==> src/rtl/ram_read_arbiter.sv <==
// ram_read_arbiter
// Shares the single read port of the ping-pong capture RAM between N_REQ
// consumers. Each full buffer goes entirely to one round-robin winner.
// Buffers that nobody claims, or whose owner stops accepting data, are
// flushed so the I2S writer side of the ping-pong never stalls.
module ram_read_arbiter #(
  parameter int N_REQ     = 2,
  parameter int DATA_W    = 32,
  parameter int BUF_DEPTH = 256,
  parameter int TIMEOUT   = 1024
) (
  input  logic              clk_i,
  input  logic              rst_i,
  input  logic              buf_ready_i,
  input  logic [DATA_W-1:0] ram_data_i,
  input  logic              ram_valid_i,
  output logic              ram_ready_o,
  input  logic [N_REQ-1:0]  req_i,
  input  logic [N_REQ-1:0]  ready_i,
  output logic [N_REQ-1:0]  grant_o,
  output logic [N_REQ-1:0]  valid_o,
  output logic [DATA_W-1:0] data_o,
  output logic              last_o,
  output logic              busy_o,
  output logic [15:0]       drop_cnt_o,
  output logic              overflow_o
);

  localparam int CNT_W   = $clog2(BUF_DEPTH);
  localparam int STALL_W = $clog2(TIMEOUT);
  localparam int IDX_W   = $clog2(N_REQ);

  localparam logic [CNT_W-1:0]   LAST_WORD = CNT_W'(BUF_DEPTH - 1);
  localparam logic [STALL_W-1:0] STALL_MAX = STALL_W'(TIMEOUT - 1);

  typedef enum logic [1:0] {
    IDLE  = 2'd0,
    DRAIN = 2'd1,
    FLUSH = 2'd2
  } state_t;

  state_t             state;
  logic [N_REQ-1:0]   grant_q;
  logic [IDX_W-1:0]   winner_idx;
  logic [IDX_W-1:0]   rr_ptr;
  logic [CNT_W-1:0]   word_cnt;
  logic [STALL_W-1:0] stall_cnt;
  logic               pending;

  logic               pick_found;
  logic [IDX_W-1:0]   pick_idx;
  logic               handshake;

  // Round-robin search: first requester strictly after the previous winner.
  always_comb begin
    pick_found = 1'b0;
    pick_idx   = '0;
    for (int k = 1; k <= N_REQ; k++) begin
      if (!pick_found && req_i[(int'(rr_ptr) + k) % N_REQ]) begin
        pick_found = 1'b1;
        pick_idx   = IDX_W'((int'(rr_ptr) + k) % N_REQ);
      end
    end
  end

  // Read-port steering: the owner's ready drives the RAM while draining, a flush always accepts.
  always_comb begin
    ram_ready_o = 1'b0;
    valid_o     = '0;
    case (state)
      DRAIN: begin
        ram_ready_o = ready_i[winner_idx];
        valid_o     = grant_q & {N_REQ{ram_valid_i}};
      end
      FLUSH: begin
        ram_ready_o = 1'b1;
      end
      default: begin
        ram_ready_o = 1'b0;
      end
    endcase
  end

  assign handshake = ram_valid_i && ram_ready_o;
  assign data_o    = ram_data_i;
  assign grant_o   = grant_q;
  assign busy_o    = (state != IDLE);
  assign last_o    = (state != IDLE) && (word_cnt == LAST_WORD) && ram_valid_i;

  // Buffer ownership FSM with pending/overflow bookkeeping and the drop counter.
  always_ff @(posedge clk_i) begin
    if (rst_i) begin
      state      <= IDLE;
      grant_q    <= '0;
      winner_idx <= '0;
      rr_ptr     <= IDX_W'(N_REQ - 1);
      word_cnt   <= '0;
      stall_cnt  <= '0;
      pending    <= 1'b0;
      drop_cnt_o <= '0;
      overflow_o <= 1'b0;
    end else begin
      if (buf_ready_i && (state != IDLE)) begin
        if (pending) begin
          overflow_o <= 1'b1;
        end
        pending <= 1'b1;
      end

      case (state)
        IDLE: begin
          if (buf_ready_i || pending) begin
            // A fresh pulse landing on the cycle a pending buffer is taken stays queued.
            pending   <= pending && buf_ready_i;
            word_cnt  <= '0;
            stall_cnt <= '0;
            if (pick_found) begin
              state      <= DRAIN;
              grant_q    <= N_REQ'(1) << pick_idx;
              winner_idx <= pick_idx;
            end else begin
              state <= FLUSH;
              if (drop_cnt_o != 16'hFFFF) begin
                drop_cnt_o <= drop_cnt_o + 16'd1;
              end
            end
          end
        end

        DRAIN: begin
          if (handshake) begin
            stall_cnt <= '0;
            if (word_cnt == LAST_WORD) begin
              state    <= IDLE;
              grant_q  <= '0;
              rr_ptr   <= winner_idx;
              word_cnt <= '0;
            end else begin
              word_cnt <= word_cnt + 1'b1;
            end
          end else if (stall_cnt == STALL_MAX) begin
            state     <= FLUSH;
            grant_q   <= '0;
            stall_cnt <= '0;
            if (drop_cnt_o != 16'hFFFF) begin
              drop_cnt_o <= drop_cnt_o + 16'd1;
            end
          end else begin
            stall_cnt <= stall_cnt + 1'b1;
          end
        end

        FLUSH: begin
          if (handshake) begin
            if (word_cnt == LAST_WORD) begin
              state    <= IDLE;
              word_cnt <= '0;
            end else begin
              word_cnt <= word_cnt + 1'b1;
            end
          end
        end

        default: begin
          state   <= IDLE;
          grant_q <= '0;
        end
      endcase
    end
  end

endmodule

==> config.mk <==
export PLATFORM = sky130hd
export DESIGN_NAME = ram_read_arbiter
export DESIGN_NICKNAME = d
export VERILOG_FILES = /design/src/rtl/ram_read_arbiter.sv
export SDC_FILE = /design/constraint.sdc
export NUM_CORES = 1
export LEC_CHECK = 0
export CAP_MARGIN = 25
export CORE_UTILIZATION = 24
export CTS_BUF_LIST = sky130_fd_sc_hd__clkbuf_16
export DETAILED_ROUTE_END_ITERATION = 7
export PLACE_DENSITY = 0.47
export SYNTH_ARGS = -nofsm -noshare
export SYNTH_HDL_FRONTEND = slang
export SYNTH_SLANG_ARGS = --single-unit
==> constraint.sdc <==
create_clock -name clk_i -period 2.8 [get_ports clk_i]
set_clock_uncertainty 0.15 [all_clocks]
set_input_delay 0.56 -clock clk_i [delete_from_list [all_inputs] [get_ports clk_i]]
set_output_delay 0.56 -clock clk_i [all_outputs]
set_load 0.01 [all_outputs]
==> impl_metrics.tcl, run 1 <==
set metrics [dict create \
    status "finished clean" \
    grt_max_degree 32 \
    pin_count 96 \
    rows 37 \
    finalCritPeriodShare_pct 95.85 \
    synth_top_area_share_pct 33.38 \
    grt_pass1_vias 2160 \
    whs_path_depth 2 \
    cp-start-kind "register" \
    ys.flop_type "dfxtp_1" \
    overflow 0 \
    yosysTopAreaCell "dfxtp_1" \
    dr.first_iter.drc_count 59 \
    place_area_um2 2846 \
    synth_cell_types 45 \
    cap_violations 0 \
    period_minus_slack_ps 2684 \
    areaGrowthSynthToFinish_pct 19.82 \
    portBuffers 31 \
    r2r_slack_ps 310 \
    insertion_delay_ps 290 \
    cts_max_path_buffers 2 \
    power_leakage_nw 1.029 \
    slew_viol_final 0 \
    htree_levels 2 \
    synth_area_leaders "dfxtp_1 (33%), buf_4 (9.5%), a21oi_1 (5.0%)" \
    ant_nets 0 \
    wire_per_inst_um 13.35 \
    tightest_slew_ps 497.9 \
    synth-edff-count 0 \
    ys_ff_latch 42 \
    reg2reg_from "stall_cnt[0]$_SDFFE_PP0P_" \
    crit_type "reg -> out" \
    netlist_instances 314 \
    clkSinkCount 42 \
    grt_usage_pct 11.77 \
    power.density_nw_per_um2 771.4 \
    syn_avg_cell_area_um2 8.021 \
    hp-start "word_cnt[1]$_SDFFE_PP0P_" \
    irDropWorstVdd_uv 357.4 \
    clk_pin_slew_ps 60 \
    core_um2 10230 \
    tns_ps 0 \
    synth.most_common_cell "dfxtp_1" \
    clock-root-buffer "clkbuf_16" \
    ys_seq_area_share_pct 33.38 \
    synth_nets 362 \
    r2r_cells 7 \
    r2r-end "drop_cnt_o[3]$_SDFFE_PP0P_" \
    grt_pass1_wl_mm 10.44 \
    holdPathEnd "word_cnt[1]$_SDFFE_PP0P_" \
    ys_warn_count 0 \
    worstPathMaxFanout 3 \
    syn_area_um2 2519 \
    crit_arrival_ps 1970 \
    fin_area_um2 3018 \
    min_path_type "reg -> reg" \
    place.gp.congestion 0.7703 \
    slew_headroom_pct 66.55 \
    drt-pass1-iter-count 4 \
    cp-end-kind "output pin" \
    viasPerCell 4.823 \
    dieHeight_um 104.4 \
    start_util_pct 24.62 \
    finalHoldViolCount 0 \
    n_antenna_cell 0 \
    fp.dieW_um 104.4 \
    layout-drive-gt1-share_pct 8.563 \
    cts_made_buffers 5 \
    setup_viol 0 \
    drc_errors 0 \
    fmax_mhz 372.6 \
    crit_required_ps 2090 \
    vias 2233 \
    wirelength_mm 6.180 \
    antenna_found_initial 0 \
    die-area_um2 10910 \
    hpwl_mm 4.511 \
    rsz0062_at_grt "false" \
    synthArstFlopShare_pct 0 \
    cts_tree "built" \
    synth_common_cells "dfxtp_1 (42), buf_4 (32), nor2_1 (28)" \
    nets 374 \
]
where the power goes:
part	leakage (nW)	internal [W]	switching, W	total (W)
Combinational	0.605	0.000379	0.000581	0.000960
Sequential	0.339	0.000646	0.0000537	0.000700
Clock	0.0842	0.000422	0.000246	0.000668
Total	1.03	0.00145	0.000880	0.00233
state kept, by name, summed over array words and instances (netlist names):
| register | count |
|---|---|
| drop_cnt_o | 16 |
| grant_o | 2 |
| overflow_o | 1 |
| pending | 1 |
| rr_ptr | 1 |
| stall_cnt | 10 |
| state | 2 |
| winner_idx | 1 |
| word_cnt | 8 |
what timing repair did:
action,4_1_cts,5_1_grt
gates resized for setup,0,1
buffers inserted,0,0
hold buffers,0,0
endpoints found under the setup margin,0,1
hold endpoints to repair,0,0
per-layer routing:
layer,track usage [%],wire [um],up-vias
li1,-,-,1136
met1,14.85,3037,1031
met2,19.39,2774,53
met3,2.632,265,13
met4,4.490,103,0
met5,0,0,-
per-stage QoR:
step                      instances  setup slack, ps  power [W]  hold WS [ps]  utilization, %
after floorplan                 314            430.8   0.001338         299.2               -
after global placement          455            10.16   0.001670         322.2           27.82
after detailed placement        455            19.55   0.001674         320.5           27.82
after CTS                       463            31.66   0.002346         329.1           29.47
after global routing            463            26.82   0.002501         349.3           29.50
final                           463            116.1   0.002328         326.1           29.50
final cells by class:
class                           count  area, um^2
Fill cell                        1090        7213
Multi-Input combinational cell    221        1355
Sequential cell                    42       840.8
Timing Repair Buffer               48       452.9
Tap cell                          136       170.2
Clock buffer                        5       125.1
Clock inverter                      3       43.79
Inverter                            8       30.03
logic make-up after synthesis:
logic type,count (synthesis),share of synthesized area (%)
xor gates and xnor gates,12,4.173
DFF,42,33.38
muxes,3,1.242
buffers and inverters,51,12.82
adders and majority gates,8,3.974
and+or+nand+nor,122,25.88
AOI/OAI and AO/OA,76,18.53
how the worst max path moves through the flow:
stage / to / startpoint / cells after the start
after floorplan: grant_o[0]$_SDFFE_PP0P_ / state[0]$_SDFFE_PP0P_ / 8
after global placement: ram_ready_o / ready_i[1] / 6
after detailed placement: drop_cnt_o[13]$_SDFFE_PP0P_ / ready_i[1] / 8
after CTS: ram_ready_o / ready_i[1] / 6
after global routing: last_o / word_cnt[0]$_SDFFE_PP0P_ / 5
final: last_o / word_cnt[0]$_SDFFE_PP0P_ / 5
layout by cell type (no fill, tap or decap), types with 2 or more instances in the layout:
cell and n:
a21boi_0 2, a21o_1 2, a21oi_1 25, a311o_1 2, and3_1 6, and4_1 4
buf_4 16, clkbuf_16 5, clkdlybuf4s50_1 30, dfxtp_1 42, ha_1 8, inv_1 8
mux2i_1 2, nand2_1 17, nand2b_1 2, nand3_1 18, nand4_1 12, nor2_1 28
nor2b_1 4, nor3_1 4, nor3b_1 2, o2111ai_1 2, o211ai_1 2, o21a_1 3
o21ai_0 19, o21ai_1 2, o31ai_1 11, or3_1 10, or4_1 10, xnor2_1 3
xor2_1 9
worst max-delay path, cell delays in order (launching register included):
cell and delay, ps:
dfxtp_1 370, ha_1 220, nand3_1 100, nor2_1 230, and3_1 230, clkdlybuf4s50_1 540
Note: power is estimated with default switching activity, not from simulation.
==> inputs of run 2 (changes only) <==
Settings changed: CTS_CLUSTER_DIAMETER set to 40, DONT_BUFFER_PORTS set to 1, PLACE_DENSITY 0.47 to 0.35.
==> impl_metrics.tcl, run 2 (synthesized netlist as in run 1, its figures left out) <==
set metrics [dict create \
    status "finished clean" \
    seqCellArea_um2 840.8 \
    slew_viol_final 0 \
    worstPathMaxFanout 31 \
    slew_headroom_pct 59.35 \
    clkSinkCount 42 \
    wirelength_mm 6.530 \
    rows 37 \
    cts_made_buffers 5 \
    nFillCells 1110 \
    cts_resized 0 \
    crit_path_top_delay_cell "or4_1" \
    pwr-share-clk_pct 26.6 \
    rsz0062_at_grt "false" \
    place_area_um2 2491 \
    n_antenna_cell 0 \
    cp-end-kind "register" \
    tightest_slew_ps 608.4 \
    core_um2 10230 \
    switching_share_pct 40.85 \
    cts_tree "built" \
    p_seq_share_pct 33.6 \
    crit_arrival_ps 2590 \
    ctsHoldBuffers 0 \
    fin_area_um2 2626 \
    die-area_um2 10910 \
    grt_pass1_vias 2128 \
    wire_per_inst_um 15.36 \
    portBuffers 0 \
    place.gp.congestion 0.7198 \
    drc_errors 0 \
    hpwl_mm 4.715 \
    final_common_cell "dfxtp_1" \
    dieHeight_um 104.4 \
    cp_num_buf_inv 1 \
    cap_violations 0 \
    clock-root-buffer "clkbuf_16" \
    min_path_type "in -> reg" \
    cts_max_path_buffers 2 \
    nets 337 \
    overflow 0 \
    layout_common_cells "dfxtp_1 (42), nor2_1 (28), a21oi_1 (25)" \
    layout-drive-gt1-share_pct 7.266 \
    dr.first_iter.drc_count 102 \
    post_cts_buffers 0 \
    cp-start-kind "register" \
    power_leakage_nw 0.8574 \
    multiInputGateArea_um2 1355 \
    fmax_mhz 395.9 \
    r2r_slack_ps 270 \
    setup_viol 0 \
    largestRegisters "drop_cnt_o (16), stall_cnt (10), word_cnt (8)" \
    antenna_found_initial 0 \
    period_minus_slack_ps 2526 \
    power.total_w 0.002121 \
    grt_usage_pct 12.34 \
    pre_cts_slack_ps 298.4 \
    pin_count 96 \
    areaGrowthSynthToFinish_pct 4.272 \
    finalCritPeriodShare_pct 90.21 \
    viasPerCell 4.991 \
    tns_ps 0 \
    critPathMaxStageDelay_ps 470 \
    crit_required_ps 2860 \
    insertion_delay_ps 280 \
    irDropWorstVdd_uv 292.6 \
    grt_pass1_wl_mm 10.69 \
    p_comb_share_pct 39.8 \
    placed_cells 418 \
    internal_power_w 0.001254 \
    layout_setup_ws_ps 274.1 \
    crit_type "reg -> reg" \
    clk_pin_slew_ps 60 \
    cp_top_family "compound AO/OA/AOI/OAI gates" \
    start_util_pct 24.62 \
    fp.dieW_um 104.4 \
    power.density_nw_per_um2 807.4 \
    vias 2121 \
    largest_register_ffs 16 \
    finalHoldViolCount 0 \
    finalNonFillerCells 425 \
    power.switching_w 0.0008662 \
    drt-pass1-iter-count 4 \
    ant_nets 0 \
    crit_chain "ha_1, nand4_1, o31a_1, a311o_1, buf_12, or4_1, a21oi_1" \
    htree_levels 2 \
    top_register "drop_cnt_o" \
    grt_max_degree 34 \
]
==> run 2: changes by cell type in the layout (fill, tap and decap cells not counted), sizes merged <==
| cell | delta |
|---|---|
| inv | -1 |
| clkdlybuf4s50 | -30 |
| buf | -6 |
| dlymetal6s2s | -1 |
| bufinv | -1 |
| clkinv | +1 |
==> run 2: metal layers <==
layer | routed length (um) | global-route usage, % | part of all wire (%)
met1 | 3120 | 14.71 | 48
met2 | 2856 | 20.10 | 44
met3 | 474 | 4.574 | 7.3
met4 | 79 | 4.592 | 1.2
met5 | 0 | 0 | 0
==> run 2: power groups by stage <==
| stage | clock network [W] | registers, W | logic [W] |
|---|---|---|---|
| final | 0.000563 | 0.000713 | 0.000845 |
| after floorplan | 0 | 0.000709 | 0.000629 |
| after global placement | 0 | 0.000727 | 0.000852 |
| after detailed placement | 0 | 0.000728 | 0.000843 |
| after global routing | 0.000613 | 0.000724 | 0.000950 |
| after CTS | 0.000586 | 0.000714 | 0.000847 |
==> run 2: layout make-up <==
cell class	count	area share [%]
Clock buffer	5	4.764
Clock inverter	2	0.3811
Inverter	8	1.143
Multi-Input combinational cell	221	51.60
Sequential cell	42	32.02
Tap cell	136	6.479
Timing Repair Buffer	11	3.621
==> run 2: worst paths after layout <==
path / end / from / cells past startpoint
setup / recovery: drop_cnt_o[15]$_SDFFE_PP0P_ / stall_cnt[0]$_SDFFE_PP0P_ / 7
hold / removal: grant_o[0]$_SDFFE_PP0P_ / rst_i / 1
setup reg to reg: drop_cnt_o[15]$_SDFFE_PP0P_ / stall_cnt[0]$_SDFFE_PP0P_ / 7
hold reg to reg: word_cnt[1]$_SDFFE_PP0P_ / word_cnt[1]$_SDFFE_PP0P_ / 2
==> run 2: metrics by stage <==
step / utilization (%) / hold WS, ps
after CTS: 25.67 / 185.5
after floorplan: - / 299.2
after global routing: 25.67 / 181.8
after detailed placement: 24.35 / 315.5
after global placement: 24.35 / 307.6
final: 25.67 / 194.1
==> inputs of run 3 (changes only) <==
Settings changed: CORE_MARGIN set to 2.
==> impl_metrics.tcl, run 3 (synthesized netlist as in run 1, its figures left out) <==
set metrics [dict create \
    areaGrowthSynthToFinish_pct 4.620 \
    critPathMaxStageDelay_ps 470 \
    n_antenna_cell 0 \
    crit_type "reg -> reg" \
    period_minus_slack_ps 2491 \
    layout_setup_ws_ps 309.1 \
    status "finished clean" \
    hpwl_mm 4.563 \
    pwr-share-clk_pct 26.6 \
    crit_path_top_delay_cell "or4_1" \
    switching_share_pct 40.84 \
    grt_usage_pct 11.77 \
    fp.dieW_um 106.4 \
    pre_cts_slack_ps 305.3 \
    place.gp.congestion 0.7340 \
    layout_common_cells "dfxtp_1 (42), nor2_1 (28), a21oi_1 (25)" \
    dr.first_iter.drc_count 72 \
    core_um2 10280 \
    insertion_delay_ps 290 \
    tns_ps 0 \
    slew_headroom_pct 48.04 \
    largestRegisters "drop_cnt_o (16), stall_cnt (10), word_cnt (8)" \
    min_path_type "in -> reg" \
    top_register "drop_cnt_o" \
    clk_pin_slew_ps 60 \
    cts_max_path_buffers 2 \
    whs_path_depth 1 \
    placed_cells 419 \
    clock-root-buffer "clkbuf_16" \
    viasPerCell 4.941 \
    antenna_found_initial 0 \
    r2r_cells 8 \
    p_seq_share_pct 33.4 \
    finalCritPeriodShare_pct 88.96 \
    fmax_mhz 401.5 \
    start_util_pct 24.51 \
    nets 338 \
    cap_violations 0 \
    layout-drive-gt1-share_pct 7.241 \
    largest_register_ffs 16 \
    cp_top_family "simple AND/OR/NAND/NOR gates" \
    power_leakage_nw 0.8600 \
    grt_pass1_wl_mm 10.67 \
    cts_tree "built" \
    die-area_um2 11330 \
    post_cts_buffers 0 \
    clkSinkCount 42 \
    grt_max_degree 34 \
    irDropWorstVdd_uv 242.5 \
    finalNonFillerCells 426 \
    drt-pass1-iter-count 4 \
    drc_errors 0 \
    tightest_slew_ps 777.8 \
    wirelength_mm 6.399 \
    cts_resized 0 \
    dieHeight_um 106.4 \
    final_common_cell "dfxtp_1" \
    p_comb_share_pct 40.0 \
    cp_num_buf_inv 2 \
    rows 37 \
    setup_viol 0 \
    slew_viol_final 0 \
    worstPathMaxFanout 7 \
    pin_count 96 \
    crit_required_ps 2860 \
    cp-end-kind "register" \
    rsz0062_at_grt "false" \
    place_area_um2 2499 \
    fin_area_um2 2635 \
    overflow 0 \
    cts_made_buffers 5 \
    cp-start-kind "register" \
    cp.depth 8 \
    grt_pass1_vias 2022 \
    ctsHoldBuffers 0 \
    wire_per_inst_um 15.02 \
    power.total_w 0.002129 \
    vias 2105 \
    crit_arrival_ps 2550 \
    finalHoldViolCount 0 \
    power.density_nw_per_um2 807.9 \
    portBuffers 0 \
    htree_levels 2 \
    internal_power_w 0.001259 \
    ant_nets 0 \
    power.switching_w 0.0008695 \
    crit_chain "inv_1, ha_1, nand3_1, o31ai_1, buf_4, a211o_1, or4_1, a21oi_1" \
]
==> run 3: layout make-up <==
type	instances	area, um^2
Clock inverter	2	11.26
Timing Repair Buffer	12	102.6
Fill cell	1154	7642
Inverter	8	30.03
Tap cell	136	170.2
Multi-Input combinational cell	221	1355
Sequential cell	42	840.8
Clock buffer	5	125.1
==> run 3: layer usage <==
| metal | global-route usage, % | routed length [um] | up-vias |
|---|---|---|---|
| met3 | 3.433 | 323 | 11 |
| met4 | 3.154 | 80 | 0 |
| li1 | - | - | 1064 |
| met1 | 15.16 | 2911 | 994 |
| met5 | 0 | 0 | - |
| met2 | 19.23 | 3084 | 36 |
==> run 3: final timing paths <==
check                                            endpoint                      from  slack [ps]
worst min-delay path            stall_cnt[8]$_SDFFE_PP0P_                     rst_i         190
worst max-delay path              grant_o[0]$_SDFFE_PP0P_     state[0]$_SDFFE_PP0P_         310
worst max register to register    grant_o[0]$_SDFFE_PP0P_     state[0]$_SDFFE_PP0P_         310
worst min register to register   word_cnt[1]$_SDFFE_PP0P_  word_cnt[1]$_SDFFE_PP0P_         320
==> run 3: power groups by stage <==
stage                     sequential (W)  clock [W]  combinational, W
after floorplan                 0.000709          0          0.000629
after global placement          0.000729          0          0.000862
after detailed placement        0.000727          0          0.000857
after CTS                       0.000714   0.000587          0.000864
after global routing            0.000723   0.000609          0.000955
final                           0.000712   0.000566          0.000851
==> run 3: stage by stage <==
stage	hold WS (ps)	utilization, %
after CTS	184.2	25.64
after detailed placement	312.8	24.31
after global routing	182.6	25.64
final	192.8	25.64
after floorplan	299.2	-
after global placement	313.1	24.31
